**src/rtl/paddsb_seq_ctrl_pkg.sv**
```systemverilog
// paddsb_pkg: definitions shared by the packed saturating add/subtract
// sequencer.
//   state_t            - controller states (IDLE / CALC / DONE)
//   LANE_W             - width of one signed lane
//   SAT_POS / SAT_NEG  - clamp values for positive / negative overflow
package paddsb_pkg;

  typedef enum logic [1:0] {
    IDLE = 2'd0,
    CALC = 2'd1,
    DONE = 2'd2
  } state_t;

  localparam int LANE_W = 4;

  localparam logic [LANE_W-1:0] SAT_POS = 4'h7;
  localparam logic [LANE_W-1:0] SAT_NEG = 4'h8;

endpackage

```
**src/rtl/paddsb_seq_ctrl_if.sv**
```systemverilog
// paddsb_seq_ctrl_if: request/response bundle for paddsb_seq_ctrl.
//   in_valid/in_ready   - operation handshake (A, B, sub travel with it)
//   out_valid/out_ready - result handshake (Sum travels with it)
//   sat_flags           - per-lane saturation flags, present only when
//                         PADDSB_SAT_FLAG_EN is defined
// Modports: master = requester/consumer side, slave = the sequencer.
interface paddsb_seq_ctrl_if #(
  parameter int LANES = 4
);
  logic               in_valid;
  logic               in_ready;
  logic [4*LANES-1:0] A;
  logic [4*LANES-1:0] B;
  logic               sub;
  logic               out_valid;
  logic               out_ready;
  logic [4*LANES-1:0] Sum;
`ifdef PADDSB_SAT_FLAG_EN
  logic [LANES-1:0]   sat_flags;
`endif

  modport master (
    output in_valid, A, B, sub, out_ready,
`ifdef PADDSB_SAT_FLAG_EN
    input  sat_flags,
`endif
    input  in_ready, out_valid, Sum
  );

  modport slave (
    input  in_valid, A, B, sub, out_ready,
`ifdef PADDSB_SAT_FLAG_EN
    output sat_flags,
`endif
    output in_ready, out_valid, Sum
  );
endinterface

```
**src/rtl/paddsb_lane.sv**
```systemverilog
// paddsb_lane: one 4-bit two's-complement add/subtract with signed
// saturation. Purely combinational.
//   a, b - lane operands
//   sub  - 1: a-b, 0: a+b
//   y    - saturated result
//   sat  - 1 when the result was clamped
module paddsb_lane
  import paddsb_pkg::*;
(
  input  logic [LANE_W-1:0] a,
  input  logic [LANE_W-1:0] b,
  input  logic              sub,
  output logic [LANE_W-1:0] y,
  output logic              sat
);

  logic [LANE_W-1:0] raw;
  logic a_neg, b_neg, r_neg;

  assign raw   = sub ? (a - b) : (a + b);
  assign a_neg = a[LANE_W-1];
  assign b_neg = b[LANE_W-1];
  assign r_neg = raw[LANE_W-1];

  // Overflow is only possible when the effective operand signs agree;
  // for subtract, b's effective sign is inverted.
  always_comb begin
    y   = raw;
    sat = 1'b0;
    if (!sub) begin
      if (!a_neg && !b_neg && r_neg) begin
        y   = SAT_POS;
        sat = 1'b1;
      end else if (a_neg && b_neg && !r_neg) begin
        y   = SAT_NEG;
        sat = 1'b1;
      end
    end else begin
      if (!a_neg && b_neg && r_neg) begin
        y   = SAT_POS;
        sat = 1'b1;
      end else if (a_neg && !b_neg && !r_neg) begin
        y   = SAT_NEG;
        sat = 1'b1;
      end
    end
  end

endmodule

```
**src/rtl/paddsb_seq_ctrl.sv**
```systemverilog
// paddsb_seq_ctrl: packed saturating add/subtract over LANES 4-bit signed
// lanes, computed one lane per cycle through a single shared paddsb_lane.
//   clk   - system clock, rising edge
//   rst_n - asynchronous active-low reset
//   bus   - paddsb_seq_ctrl_if.slave (in/out handshakes, A, B, sub, Sum,
//           and sat_flags when PADDSB_SAT_FLAG_EN is defined)
// Optional feature macro: PADDSB_SAT_FLAG_EN (per-lane saturation flags).
//
// state | meaning
// ------+---------------------------------------------------------------
// IDLE  | in_ready=1, waiting for in_valid
// CALC  | one lane per cycle, lane cnt_q, operands held in a_q/b_q/sub_q
// DONE  | out_valid=1, Sum held until out_ready
module paddsb_seq_ctrl
  import paddsb_pkg::*;
#(
  parameter int LANES = 4
) (
  input logic             clk,
  input logic             rst_n,
  paddsb_seq_ctrl_if.slave bus
);

  localparam int W     = LANE_W * LANES;
  localparam int CNT_W = (LANES > 1) ? $clog2(LANES) : 1;

  state_t            state_q, state_d;
  logic [CNT_W-1:0]  cnt_q;
  logic [W-1:0]      a_q, b_q, sum_q;
  logic              sub_q;
  logic [LANE_W-1:0] lane_a, lane_b, lane_y;
  logic              lane_sat;
  logic              accept, last_lane;

  assign accept    = bus.in_valid && (state_q == IDLE);
  assign last_lane = (cnt_q == CNT_W'(LANES - 1));

  always_ff @(posedge clk or negedge rst_n) begin
    if (!rst_n) state_q <= IDLE;
    else        state_q <= state_d;
  end

  always_comb begin
    state_d = state_q;
    case (state_q)
      IDLE:    if (bus.in_valid)  state_d = CALC;
      CALC:    if (last_lane)     state_d = DONE;
      DONE:    if (bus.out_ready) state_d = IDLE;
      default: state_d = IDLE;
    endcase
  end

  assign bus.in_ready  = (state_q == IDLE);
  assign bus.out_valid = (state_q == DONE);
  assign bus.Sum       = sum_q;

  always_comb begin
    lane_a = '0;
    lane_b = '0;
    for (int i = 0; i < LANES; i++) begin
      if (cnt_q == CNT_W'(i)) begin
        lane_a = a_q[i*LANE_W +: LANE_W];
        lane_b = b_q[i*LANE_W +: LANE_W];
      end
    end
  end

  paddsb_lane u_lane (
    .a   (lane_a),
    .b   (lane_b),
    .sub (sub_q),
    .y   (lane_y),
    .sat (lane_sat)
  );

  always_ff @(posedge clk or negedge rst_n) begin
    if (!rst_n) begin
      a_q   <= '0;
      b_q   <= '0;
      sub_q <= 1'b0;
      cnt_q <= '0;
      sum_q <= '0;
    end else if (accept) begin
      a_q   <= bus.A;
      b_q   <= bus.B;
      sub_q <= bus.sub;
      cnt_q <= '0;
    end else if (state_q == CALC) begin
      for (int i = 0; i < LANES; i++) begin
        if (cnt_q == CNT_W'(i)) sum_q[i*LANE_W +: LANE_W] <= lane_y;
      end
      // Wrap explicitly so non-power-of-two LANES never leaves the range.
      cnt_q <= last_lane ? '0 : cnt_q + 1'b1;
    end
  end

`ifdef PADDSB_SAT_FLAG_EN
  logic [LANES-1:0] sat_q;

  always_ff @(posedge clk or negedge rst_n) begin
    if (!rst_n) begin
      sat_q <= '0;
    end else if (state_q == CALC) begin
      for (int i = 0; i < LANES; i++) begin
        if (cnt_q == CNT_W'(i)) sat_q[i] <= lane_sat;
      end
    end
  end

  assign bus.sat_flags = sat_q;
`else
  logic unused_sat;
  assign unused_sat = lane_sat;
`endif

endmodule

```
**src/flat_wrapper.sv**
```systemverilog
// flat-port wrapper written by rule: the top's interface ports become plain ports
module paddsb_seq_ctrl_flat import paddsb_pkg::*;
#(
  parameter int LANES = 4
)
  (clk, rst_n, bus_in_valid, bus_A, bus_B, bus_sub, bus_out_ready, bus_in_ready, bus_out_valid, bus_Sum);
  paddsb_seq_ctrl_if #(.LANES(LANES)) bus_i ();
  input logic clk;
  input logic rst_n;
  input wire logic [$bits(bus_i.in_valid)-1:0] bus_in_valid;
  input wire logic [$bits(bus_i.A)-1:0] bus_A;
  input wire logic [$bits(bus_i.B)-1:0] bus_B;
  input wire logic [$bits(bus_i.sub)-1:0] bus_sub;
  input wire logic [$bits(bus_i.out_ready)-1:0] bus_out_ready;
  output wire logic [$bits(bus_i.in_ready)-1:0] bus_in_ready;
  output wire logic [$bits(bus_i.out_valid)-1:0] bus_out_valid;
  output wire logic [$bits(bus_i.Sum)-1:0] bus_Sum;
  assign bus_i.in_valid = bus_in_valid;
  assign bus_i.A = bus_A;
  assign bus_i.B = bus_B;
  assign bus_i.sub = bus_sub;
  assign bus_i.out_ready = bus_out_ready;
  assign bus_in_ready = bus_i.in_ready;
  assign bus_out_valid = bus_i.out_valid;
  assign bus_Sum = bus_i.Sum;
  paddsb_seq_ctrl #(.LANES(LANES)) u_core (.clk(clk), .rst_n(rst_n), .bus(bus_i));
endmodule
```
**config.mk**
```make
export PLATFORM = sky130hd
export DESIGN_NAME = paddsb_seq_ctrl_flat
export DESIGN_NICKNAME = d
export VERILOG_FILES = /design/src/rtl/paddsb_seq_ctrl_pkg.sv /design/src/rtl/paddsb_seq_ctrl_if.sv /design/src/rtl/paddsb_lane.sv /design/src/rtl/paddsb_seq_ctrl.sv /design/src/flat_wrapper.sv
export SDC_FILE = /design/constraint.sdc
export NUM_CORES = 1
export LEC_CHECK = 0
export BUFFER_PORTS_ARGS = -buffer_cell sky130_fd_sc_hd__buf_2
export CORE_ASPECT_RATIO = 1.5
export CORE_MARGIN = 4
export CORE_UTILIZATION = 60
export CTS_CLUSTER_DIAMETER = 50
export CTS_CLUSTER_SIZE = 28
export DETAILED_ROUTE_END_ITERATION = 8
export PLACE_DENSITY = 0.87
export SLEW_MARGIN = 20
export SYNTH_ARGS = -nofsm -noshare
export SYNTH_HDL_FRONTEND = slang
export SYNTH_SLANG_ARGS = --single-unit
```
**constraint.sdc**
```tcl
create_clock -name clk -period 5.16 [get_ports clk]
set_input_delay 0.516 -clock clk [delete_from_list [all_inputs] [get_ports clk]]
set_output_delay 0.516 -clock clk [all_outputs]
set_load 0.005 [all_outputs]
```
Word level (Yosys, flattened, before mapping)
Cells that the tools add are included.
Widths: inputs -> output; s select.
{"block": "op_classes", "n_addsub": 3, "mux": 21, "shift": 0, "eq_ne": 8, "multipliers": 0, "reduce_logical": 20, "n_div": 0, "magnitude_cmp": 0, "bitwise": 1}
{"operator": "$mux 4", "count": 14}
{"operator": "$reduce_and 3->1", "count": 5}
{"operator": "$mux 2", "count": 6}
{"operator": "$logic_and 1x1->1", "count": 9}
{"operator": "$eq 2x2->1 const B", "count": 3}
{"operator": "$pmux 2 s3", "count": 1}
{"operator": "$add 4x4->4", "count": 1}
{"operator": "$eq 2x1->1 const B", "count": 2}
{"operator": "$logic_not 2->1", "count": 2}
{"operator": "$ne 2x2->1 const B", "count": 2}
{"operator": "$sub 4x4->4", "count": 1}
{"operator": "$logic_not 1->1", "count": 3}
{"operator": "$add 2x1->2 const B", "count": 1}
{"operator": "$ne 2x1->1 const B", "count": 1}
{"operator": "$reduce_bool 2->1", "count": 1}
{"operator": "$not 1->1", "count": 1}
{"block": "word_totals", "latchBits": 0, "mem_bits_rw": 0, "out_inout_bits": 18, "reg_bits": 53, "word_cells": 62, "mem_count": 0, "romBits": 0, "in_bits": 37}

Longest topological paths before layout
Gate-level depths: netlist of the first run.
{"block": "logic_depth", "word_depth": 12, "ltp_mapped": 17, "ltp_nobuf": 16}

By module
A second synthesis of the first run with hierarchy kept.
{"block": "hier_totals", "hier_cells": 207, "area_unflattened_um2": 2760.1}
{"mod": "paddsb_seq_ctrl", "seq_area_each_um2": 1326.3, "cells_each": 168, "instances": 1, "area_each_um2": 2449.8}
{"mod": "paddsb_lane", "seq_area_each_um2": 0.0, "cells_each": 39, "instances": 1, "area_each_um2": 310.3}

Least setup slack after synthesis of the first run
OpenSTA, ideal clock, no wires.
{"block": "synth_path", "path_type": "register to register", "start": "register u_core.cnt_q[0]", "end": "register u_core.sum_q[6], in the netlist u_core.bus.Sum[6]", "t_arrival_ns": 3.041, "t_required_ns": 5.019, "setup_ns": 0.141, "period_less_slack_ns": 3.182, "path_stages_with_launch": 16, "path_buffers": 1, "setup_slack_ns": 1.978, "cell_sequence": "dfrtp_1 -> inv_1 -> ha_1 -> buf_2 -> nor2_2 -> o211ai_1 -> and2_1 -> inv_1 -> ha_1 -> mux2_2 -> fa_1 -> xnor2_1 -> nor2_1 -> a32oi_1 -> o221ai_1 -> o22ai_1"}
{"block": "synth_between", "elab_chain_cells": 12, "word_cells_on_any_way": 32, "classes_between": "2 x add/sub; 3 x eq/ne; 14 x mux; 13 x reduce/logical"}
{"item": "start, declared", "line_no": "paddsb_seq_ctrl.sv:28", "source": "logic [CNT_W-1:0] cnt_q;"}
{"item": "start signal, assigned", "line_no": "paddsb_seq_ctrl.sv:93", "source": "cnt_q <= last_lane ? '0 : cnt_q + 1'b1;"}
{"item": "$logic_not 2->1", "line_no": "paddsb_seq_ctrl.sv:61", "source": "if (cnt_q == CNT_W'(i)) begin"}
{"item": "$mux 4 (4 in a row)", "line_no": "paddsb_seq_ctrl.sv:61"}
{"item": "$add 4x4->4 or $sub 4x4->4 (tied branches)", "line_no": "paddsb_lane.sv:20", "source": "assign raw = sub ? (a - b) : (a + b);"}
{"item": "$mux 4", "line_no": "paddsb_lane.sv:20"}
{"item": "$logic_not 1->1", "line_no": "paddsb_lane.sv:34, paddsb_lane.sv:42"}
{"item": "$logic_and 1x1->1 (on tied branches)", "line_no": "paddsb_lane.sv:34, paddsb_lane.sv:42"}
{"item": "$mux 4 (on tied branches)", "line_no": "paddsb_lane.sv:34, paddsb_lane.sv:42"}
{"item": "$mux 4 (on tied branches)", "line_no": "paddsb_lane.sv:31, paddsb_lane.sv:39"}
{"item": "$mux 4", "line_no": "paddsb_lane.sv:30", "source": "if (!sub) begin"}
{"item": "end signal, assigned by index", "line_no": "paddsb_seq_ctrl.sv:90", "source": "if (cnt_q == CNT_W'(i)) sum_q[i*LANE_W +: LANE_W] <= lane_y;"}
{"item": "end, declared", "line_no": "paddsb_seq_ctrl.sv:29", "source": "logic [W-1:0] a_q, b_q, sum_q;"}
Parallel ways exist; a longest one is shown, timed or not.
A chain may end at the register's enable or synchronous reset.

Worst setup path after layout of the first run
{"block": "layout_path", "start": "register u_core.cnt_q[0]", "end": "register u_core.sum_q[8], in the netlist u_core.bus.Sum[8]"}
The elaborated chain is that of the path after synthesis.

==> impl_metrics.csv, run 1 <==
group,metric,value,unit
placed_design,post-dp-hpwl,4630,µm
synthesis,synth_area,0.00291,mm²
clock_network,htreeDepth,2,
placed_design,place_congestion,0.895,
worst_setup_path,path_max_fanout,14,
clock_network,cts_setup_buffers,0,
grt,grt_use_total,21.7,%
cells_and_area,final-seq-area,0.00133,mm²
floorplanning,chipHeight,93.3,µm
timing,fmax,0.259,GHz
worst_setup_path,cp-end-kind,"register",
routing,drtAntennaViolNets,0,
routing,drt-met1-wl,2360,µm
grt,grt_pass1_vias,2290,
clock_network,clkSlewWorstSetupHoldPaths,0.09,ns
worst_setup_path,ff2ff_path_depth,15,
clock_network,cts_root_buffer,"clkbuf_8",
worst_setup_path,critical_path_arrival,4.02,ns
synthesis,netlist-cell-type-count,55,
worst_setup_path,cp_slowest_stage_delay,0.58,ns
worst_setup_path,crit_top_cell,"ha_1",
synthesis,ys_ff_latch,53,
worst_setup_path,worst-endpoint-required,5.32,ns
worst_setup_path,reg2reg_from,"u_core.cnt_q[0]$_DFFE_PN0P_",
routing,viasPerCell,5.77,
routing,wl_met2,3260,µm
floorplanning,ioPinCount,55,
timing,hold_violations,0,
floorplanning,num_rows,30,
synthesis,synth_area_leader_cell,"dfrtp_1",
cells_and_area,nets,362,
grt,grt_pass1_wl,10300,µm
cells_and_area,drive_gt1_share,36.1,%
clock_network,cts_hold_buffers,0,
synthesis,ys_top_cells_by_area,"dfrtp_1 46%, mux2_2 13%, nor2_1 3.6%",
worst_setup_path,worst-path-buf-inv,1,
flow_run,drv_cap,0,
synthesis,synth_cells,270,
synthesis,yosysMostFrequentCell,"dfrtp_1",
floorplanning,dieArea,0.00605,mm²
cells_and_area,diodes,0,
routing,top_layer,"met4",
timing,tightest_slew,0.674,ns
synthesis,ys_warn_count,0,
clock_network,cts_buffer_depth,2,
cells_and_area,fillers,356,
routing,dr_wl_met3,292,µm
floorplanning,start_util,63.0,%
timing,final_max_slew_viol_count,0,
routing,vias,2191,
synthesis,ys_seq_area_share,45.6,%
min_path,hold_path_class,"in -> async",
timing,period_share,74.7,%
worst_setup_path,worstReg2RegEnd,"u_core.bus.Sum[8]$_DFFE_PN0P_",
cells_and_area,area_growth,12.8,%
routing,drc,0,
run_status,status,"finished, final reports clean",
synthesis,synth_edf_count,0,
clock_network,cts_tree,"built",
synthesis,synth_top_area_share,45.6,%
clock_network,ctsResizeCount,0,
clock_network,clock_latency,0.31,ns
synthesis,syn_nets,316,
synthesis,async_flop_share,100,%
cells_and_area,multi_input_area,0.00145,mm²
timing,setup_viol,0,
synthesis,yosys_most_used_dff,"dfrtp_1",
routing,first_pass_iters,4,
grt,antenna_found_initial,0,
timing,fin_skew,0.0112,ns
worst_setup_path,cp_slowest_cell,"ha_1",
clock_network,cts.sinks,53,
grt,grt_max_degree,54,
routing,drt-total-wl,6080,µm
routing,wire_per_inst,16.0,µm
placed_design,numPortBuffers,54,
timing,slew_headroom,55.1,%
synthesis,ys_top_cells_by_count,"53 x dfrtp_1, 33 x mux2_2, 28 x nor2_1",
worst_setup_path,crit_path_cell_trace,"ha_1 -> nand2b_2 -> o22a_2 -> and2_1 -> inv_1 -> ha_1 -> nor2_1 -> xor2_1 -> ha_1 -> a21oi_1 -> nand2_1 -> a21oi_1 -> o22ai_1 -> a22oi_1 -> a31oi_1",
timing,period_minus_slack,3.85,ns
grt,grt_remaining_overflow,0,
timing,rsz0062_at_grt,"false",
floorplanning,coreArea,0.00462,mm²
clock_network,cts_buffers,5,
timing,tns,0,ns
worst_setup_path,crit_family,"compound AO/OA/AOI/OAI gates",
worst_setup_path,critPathLaunchType,"register",
worst_setup_path,rrSetupSlack,1.31,ns
worst_setup_path,critPathKind,"reg -> reg",
routing,first_iter_violations,111,
floorplanning,die_w,64.9,µm
synthesis,synth_area_per_cell,10.8,µm²
[area by class of cell]
cell class                      count  area share (%)
Multi-Input combinational cell    189            44.1
Sequential cell                    53            40.4
Timing Repair Buffer               55            8.54
Tap cell                           64            2.44
Clock buffer                        5            2.10
Inverter                           12            1.37
Clock inverter                      2            1.07
[state kept, by name, indices dropped and copies added, names as in the netlist]
name,count
u_core.state_q,2
u_core.cnt_q,2
u_core.b_q,16
u_core.a_q,16
u_core.bus.Sum,16
u_core.sub_q,1
[worst max-delay path by stage]
stage,cells past startpoint,start,slack [ns],endpoint
after global placement,15,u_core.cnt_q[0]$_DFFE_PN0P_,1.56,u_core.bus.Sum[8]$_DFFE_PN0P_
after global routing,15,u_core.cnt_q[0]$_DFFE_PN0P_,0.92,u_core.bus.Sum[12]$_DFFE_PN0P_
final,15,u_core.cnt_q[0]$_DFFE_PN0P_,1.31,u_core.bus.Sum[8]$_DFFE_PN0P_
after detailed placement,15,u_core.cnt_q[0]$_DFFE_PN0P_,1.39,u_core.bus.Sum[4]$_DFFE_PN0P_
after CTS,15,u_core.cnt_q[0]$_DFFE_PN0P_,1.33,u_core.bus.Sum[4]$_DFFE_PN0P_
after floorplan,15,u_core.cnt_q[0]$_DFFE_PN0P_,1.98,u_core.bus.Sum[6]$_DFFE_PN0P_
[metal layers]
layer,global-route usage [%],vias up
met2,40.6,69
met1,23.4,1040
li1,-,1063
met5,0,-
met3,3.61,19
met4,9.17,0
[kinds of logic after synthesis]
kind of cell,count (synthesis),synth area share [%]
xor gates and xnor gates,3,0.903
adders and majority gates,9,4.13
and+or+nand+nor,80,13.3
buffers and inverters,28,4.69
DFF,53,45.6
muxes,35,13.5
AOI/OAI and AO/OA,62,18.0
[cells in the final DEF, fill, tap and decap left out, types with 2 or more instances in the layout]
cell and n:
buf_2 53, dfrtp_1 53, mux2_2 33, nor2_1 28, nand2_1 21, a31oi_1 12
inv_1 11, and2_1 10, a21oi_1 9, ha_1 8, nand3_1 7, o21ai_0 5
o22ai_1 5, clkbuf_8 5, o211ai_1 3, nand3b_1 3, a211oi_2 3, nor2_2 2
xor2_1 2, mux2i_1 2, nand2b_1 2, a22o_1 2, o221ai_1 2, a31o_2 2
a22oi_1 2, buf_4 2
[through the flow]
| step | instance area [µm²] | instances | setup slack (ns) | hold WS (ns) | util, % |
|---|---|---|---|---|---|
| final | 3280 | 380 | 1.31 | 0.219 | 71.1 |
| after global routing | 3280 | 380 | 0.922 | 0.270 | 71.1 |
| after CTS | 3280 | 380 | 1.33 | 0.388 | 71.1 |
| after detailed placement | 3180 | 373 | 1.39 | 0.481 | 68.8 |
| after global placement | 3180 | 373 | 1.56 | 0.487 | 68.8 |
| after floorplan | 2910 | 270 | 1.98 | 0.220 | - |
Power of run 1 is left out: the tool's default activity adds up to more than one toggle a clock period on the data nets, which glitch-free logic cannot reach.
==> run 2, diff against run 1 <==
--- a/config.mk
+++ b/config.mk
@@ -5,14 +5,15 @@
 export SDC_FILE = /design/constraint.sdc
 export NUM_CORES = 1
 export LEC_CHECK = 0
+export ABC_AREA = 1
 export BUFFER_PORTS_ARGS = -buffer_cell sky130_fd_sc_hd__buf_2
 export CORE_ASPECT_RATIO = 1.5
 export CORE_MARGIN = 4
-export CORE_UTILIZATION = 60
+export CORE_UTILIZATION = 55
 export CTS_CLUSTER_DIAMETER = 50
 export CTS_CLUSTER_SIZE = 28
 export DETAILED_ROUTE_END_ITERATION = 8
-export PLACE_DENSITY = 0.87
+export PLACE_DENSITY = 0.82
 export SLEW_MARGIN = 20
 export SYNTH_ARGS = -nofsm -noshare
 export SYNTH_HDL_FRONTEND = slang
==> constraint.sdc (replaced) <==
create_clock -name clk -period 3.9 [get_ports clk]
set_input_delay 0.39 -clock clk [delete_from_list [all_inputs] [get_ports clk]]
set_output_delay 0.39 -clock clk [all_outputs]
set_load 0.005 [all_outputs]
==> impl_metrics.csv, run 2 <==
group,metric,value,unit
floorplanning,chipHeight,93.8,µm
worst_setup_path,ff2ff_path_depth,23,
cells_and_area,nets,396,
synthesis,ys_ff_latch,53,
grt,grt_pass1_vias,2189,
timing,hold_violations,0,
min_path,hold_path_class,"in -> async",
worst_setup_path,path_max_fanout,10,
timing,period_share,86.7,%
synthesis,synth_area_leader_cell,"dfrtp_1",
clock_network,cts_buffers,5,
flow_run,drv_cap,0,
placed_design,placed_cells,409,
worst_setup_path,reg2reg_from,"u_core.cnt_q[0]$_DFFE_PN0P_",
synthesis,synth_top_area_share,49.1,%
synthesis,synth_edf_count,0,
timing,rsz0062_at_grt,"false",
synthesis,netlist-cell-type-count,28,
clock_network,cts_tree,"built",
synthesis,synth_area_per_cell,9.15,µm²
timing,tightest_slew,0.655,ns
worst_setup_path,worstReg2RegEnd,"u_core.bus.Sum[5]$_DFFE_PN0P_",
cells_and_area,diodes,0,
synthesis,ys_top_cells_by_area,"dfrtp_1 49%, nand2_1 13%, mux2_2 13%",
grt,antenna_found_initial,0,
timing,worst_slack,0.520,ns
timing,fmax,0.296,GHz
cells_and_area,fillers,447,
routing,first_iter_violations,79,
cells_and_area,drive_gt1_share,31.9,%
synthesis,synth_area,0.00270,mm²
clock_network,clkSlewWorstSetupHoldPaths,0.09,ns
placed_design,post-dp-hpwl,4130,µm
routing,drtAntennaViolNets,0,
floorplanning,coreArea,0.00481,mm²
worst_setup_path,rrSetupSlack,0.52,ns
synthesis,yosys_most_used_dff,"dfrtp_1",
synthesis,syn_nets,341,
timing,setup_viol,0,
synthesis,ys_warn_count,0,
grt,grt_remaining_overflow,0,
grt,grt_pass1_wl,9140,µm
routing,vias,2097,
run_status,status,"finished, final reports clean",
placed_design,place_ws,0.563,ns
synthesis,ys_top_cells_by_count,"92 x nand2_1, 53 x dfrtp_1, 30 x mux2_2",
placed_design,numPortBuffers,54,
clock_network,clock_latency,0.30,ns
clock_network,cts_hold_buffers,0,
grt,grt_max_degree,54,
clock_network,cts_setup_buffers,0,
floorplanning,num_rows,31,
routing,wire_per_inst,12.5,µm
synthesis,synth_cells,295,
routing,first_pass_iters,4,
routing,viasPerCell,5.03,
clock_network,ctsResizeCount,0,
clock_network,cts_root_buffer,"clkbuf_8",
floorplanning,ioPinCount,55,
clock_network,cts.sinks,53,
clock_network,htreeDepth,2,
grt,grt_use_total,19.1,%
floorplanning,die_w,65.2,µm
worst_setup_path,critPathKind,"reg -> reg",
timing,timing.hold.ws,0.0952,ns
cells_and_area,instances_no_fill,417,
cells_and_area,area_growth,14.8,%
routing,dr_wl_met3,237,µm
timing,fin_skew,0.00843,ns
timing,final_max_slew_viol_count,0,
synthesis,yosysMostFrequentCell,"nand2_1",
routing,top_layer,"met4",
worst_setup_path,cp-end-kind,"register",
routing,wl_met2,2680,µm
floorplanning,start_util,56.1,%
worst_setup_path,critical_path_arrival,3.58,ns
cells_and_area,final_common_cell,"nand2_1",
routing,drt-total-wl,5200,µm
routing,drc,0,
worst_setup_path,critPathLaunchType,"register",
clock_network,cts_buffer_depth,2,
cells_and_area,layout_common_cells,"92 x nand2_1, 53 x buf_2, 53 x dfrtp_1",
routing,drt-met1-wl,2090,µm
timing,tns,0,ns
synthesis,ys_seq_area_share,49.1,%
placed_design,place_congestion,0.886,
timing,period_minus_slack,3.38,ns
worst_setup_path,worst-endpoint-required,4.10,ns
synthesis,async_flop_share,100,%
timing,slew_headroom,56.3,%
floorplanning,dieArea,0.00611,mm²
## run 2: changes by cell type after synthesis, sizes merged, moves of 6 or more
cell / delta
a31oi: -11
and2: -10
buf: -6
inv: +18
nand2: +83
nor2: -10
o21ai: +6
## run 2: worst max-delay path by stage
| stage | from | end | slack [ns] | cells past startpoint |
|---|---|---|---|---|
| floorplan | u_core.cnt_q[0]$_DFFE_PN0P_ | u_core.bus.Sum[10]$_DFFE_PN0P_ | 1.05 | 25 |
| global placement | u_core.cnt_q[0]$_DFFE_PN0P_ | u_core.bus.Sum[6]$_DFFE_PN0P_ | 0.67 | 26 |
| detailed placement | u_core.cnt_q[0]$_DFFE_PN0P_ | u_core.bus.Sum[5]$_DFFE_PN0P_ | 0.56 | 23 |
| CTS | u_core.cnt_q[0]$_DFFE_PN0P_ | u_core.bus.Sum[5]$_DFFE_PN0P_ | 0.52 | 23 |
| global route | u_core.cnt_q[0]$_DFFE_PN0P_ | u_core.bus.Sum[6]$_DFFE_PN0P_ | 0.08 | 23 |
| finish | u_core.cnt_q[0]$_DFFE_PN0P_ | u_core.bus.Sum[5]$_DFFE_PN0P_ | 0.52 | 23 |
## run 2: layer usage
layer / vias up / GRT usage, %
met4: 0 / 10.2
met1: 976 / 21.3
li1: 1049 / -
met2: 53 / 33.1
met5: - / 0
met3: 19 / 4.31
## run 2: critical path: stages, from the launching register on
cell and delay, ns:
dfrtp_1 0.42, inv_1 0.14, ha_1 0.47, inv_6 0.09, nor2_1 0.11, nor2_1 0.05
nand2_1 0.10, nand2_2 0.06, inv_1 0.05, ha_1 0.21, o21ai_0 0.25, ha_1 0.29
a31oi_1 0.21, inv_1 0.09, nand3_1 0.10, nand2_1 0.06, nand2_1 0.09, nand2_2 0.09
nand2_2 0.08, nand2_1 0.05, nand2_1 0.08, nand2_2 0.07, nand2_1 0.08, nand2_1 0.05
## run 2: through the flow
step / cell area [µm²] / utilization (%)
3_5_place_dp: 3010 / 62.7
6_report: 3100 / 64.4
5_1_grt: 3100 / 64.4
2_1_floorplan: 2700 / -
3_3_place_gp: 3010 / 62.6
4_1_cts: 3100 / 64.4
## run 2: cell families (layout without fill, tap and decap cells)
group	count (synthesis)	after routing	synth area share [%]
multiplexers	30	30	12.5
adder cells (fa/ha/maj)	9	9	4.45
flip-flops	53	53	49.1
buffers and inverters	37	93	6.21
AND/OR/NAND/NOR	131	131	19.8
AO/OA/AOI/OAI	32	32	6.86
XOR/XNOR	3	3	0.974
## run 2: area by class of cell
type,instances,area (µm²),share of cell area (%)
timing repair buffer,55,280,9.05
clock inverter,1,7.51,0.242
sequential,53,1330,42.8
multi-input combinational,205,1200,38.9
tap,66,82.6,2.67
inverter,30,120,3.88
clock buffer,7,76.3,2.46
Power of run 2 is left out for the same reason.
==> run 3, diff against run 2 <==
--- a/config.mk
+++ b/config.mk
@@ -5,16 +5,15 @@
 export SDC_FILE = /design/constraint.sdc
 export NUM_CORES = 1
 export LEC_CHECK = 0
-export ABC_AREA = 1
+export ABC_AREA = 0
 export BUFFER_PORTS_ARGS = -buffer_cell sky130_fd_sc_hd__buf_2
 export CORE_ASPECT_RATIO = 1.5
 export CORE_MARGIN = 4
-export CORE_UTILIZATION = 55
+export CORE_UTILIZATION = 50
 export CTS_CLUSTER_DIAMETER = 50
 export CTS_CLUSTER_SIZE = 28
 export DETAILED_ROUTE_END_ITERATION = 8
-export PLACE_DENSITY = 0.82
-export SLEW_MARGIN = 20
+export PLACE_DENSITY = 0.75
 export SYNTH_ARGS = -nofsm -noshare
 export SYNTH_HDL_FRONTEND = slang
 export SYNTH_SLANG_ARGS = --single-unit
==> impl_metrics.csv, run 3 (synthesized netlist as in run 1, its figures left out) <==
group,metric,value,unit
timing,hold_violations,0,
timing,period_minus_slack,3.60,ns
worst_setup_path,cp_slowest_cell,"dfrtp_1",
cells_and_area,diodes,0,
cells_and_area,drive_gt1_share,37.8,%
timing,period_share,92.3,%
timing,tightest_slew,0.637,ns
cells_and_area,nets,365,
timing,fin_skew,0.00841,ns
cells_and_area,final_common_cell,"buf_2",
timing,timing.hold.ws,0.180,ns
grt,grt-busiest-layer,"met2",
flow_run,drv_cap,0,
clock_network,clock_latency,0.31,ns
timing,worst_slack,0.302,ns
clock_network,htreeDepth,2,
cells_and_area,area_growth,14.6,%
routing,viasPerCell,5.62,
clock_network,cts_tree,"built",
grt,grtUsageMet2,31.0,%
worst_setup_path,cp_slowest_stage_delay,0.44,ns
routing,first_iter_violations,89,
worst_setup_path,worst-path-buf-inv,2,
floorplanning,coreArea,0.00557,mm²
worst_setup_path,crit_path_cell_trace,"inv_1 -> ha_1 -> nand2b_2 -> o22a_2 -> and2_1 -> inv_1 -> ha_1 -> nor2_1 -> xor2_1 -> ha_1 -> a21oi_1 -> nand2_1 -> a21oi_1 -> o22ai_1 -> a22oi_2 -> a31oi_1",
placed_design,numPortBuffers,54,
clock_network,cts_buffer_depth,2,
grt,grt_remaining_overflow,0,
placed_design,place_congestion,0.889,
timing,fmax,0.278,GHz
grt,antenna_found_initial,0,
worst_setup_path,critPathLaunchType,"register",
grt,grt_use_total,17.3,%
cells_and_area,instances_no_fill,390,
worst_setup_path,path_max_fanout,11,
routing,drc,0,
clock_network,clkSlewWorstSetupHoldPaths,0.09,ns
worst_setup_path,crit_top_cell,"ha_1",
clock_network,cts_buffers,5,
placed_design,placed_cells,382,
cells_and_area,layout_common_cells,"54 x buf_2, 53 x dfrtp_1, 33 x mux2_2",
worst_setup_path,crit_family,"compound AO/OA/AOI/OAI gates",
floorplanning,chipHeight,101,µm
timing,setup_viol,0,
clock_network,cts_root_buffer,"clkbuf_8",
routing,drt-total-wl,5950,µm
floorplanning,start_util,52.2,%
grt,use_met1,20.4,%
timing,tns,0,ns
routing,drtAntennaViolNets,0,
floorplanning,num_rows,33,
timing,rsz0062_at_grt,"false",
floorplanning,die_w,70.3,µm
placed_design,place_ws,0.177,ns
grt,grt_max_degree,54,
run_status,status,"finished, final reports clean",
timing,slew_headroom,57.5,%
placed_design,post-dp-hpwl,4630,µm
worst_setup_path,cp-end-kind,"register",
clock_network,cts_setup_buffers,0,
worst_setup_path,worst-endpoint-required,4.08,ns
grt,grt_pass1_wl,9920,µm
floorplanning,ioPinCount,55,
min_path,hold_path_class,"in -> async",
worst_setup_path,critical_path_arrival,3.78,ns
routing,vias,2192,
grt,grt_use_met3,2.98,%
timing,final_max_slew_viol_count,0,
worst_setup_path,critPathKind,"reg -> reg",
routing,wire_per_inst,15.2,µm
floorplanning,dieArea,0.00713,mm²
clock_network,cts.sinks,53,
grt,grt_pass1_vias,2223,
routing,first_pass_iters,4,
-- run 3: changes by cell type in the layout (fill, tap and decap cells not counted), moves of 10 or more --
cell     change
a31oi_1     +11
and2_1      +10
inv_1       -14
nand2_1     -71
nand2_2     -12
nor2_1      +10
-- run 3: area by class of cell --
cell class,instances,area [µm²]
clock buffers,5,68.8
clock inverters,3,46.3
fillers,499,2240
inverters,12,45.0
multi-input cells,189,1460
flip-flops and latches,53,1330
well taps,70,87.6
repair buffers,58,300
-- run 3: layer usage --
layer,share of wire [%],vias to the layer above
met1,40,1051
met2,53,59
met3,4.6,11
met4,2.0,0
li1,-,1071
met5,0,-
-- run 3: path summary, 6_finish.rpt --
path,slack [ns],cells past startpoint,endpoint,from
worst max-delay path,0.30,16,u_core.bus.Sum[0]$_DFFE_PN0P_,u_core.cnt_q[0]$_DFFE_PN0P_
worst min-delay path,0.18,2,u_core.state_q[0]$_DFFE_PN0P_,rst_n
worst max register to register,0.30,16,u_core.bus.Sum[0]$_DFFE_PN0P_,u_core.cnt_q[0]$_DFFE_PN0P_
worst min register to register,0.50,1,u_core.state_q[0]$_DFFE_PN0P_,u_core.state_q[1]$_DFFE_PN0P_
max in group asynchronous,3.29,2,u_core.sub_q$_DFFE_PN0P_,rst_n
min in group clk,0.27,2,u_core.state_q[1]$_DFFE_PN0P_,bus_out_ready
-- run 3: stage by stage --
step / cell area, µm² / utilization, %
after floorplan: 2910 / -
after global routing: 3330 / 59.8
final: 3330 / 59.8
after detailed placement: 3210 / 57.5
after global placement: 3210 / 57.5
after CTS: 3320 / 59.6
-- run 3: what timing repair did --
| item | in CTS | in global routing |
|---|---|---|
| gates resized for setup | 0 | 3 |
| hold buffers | 0 | 0 |
| endpoints found under the setup margin | 0 | 16 |
Power of run 3 is left out for the same reason.
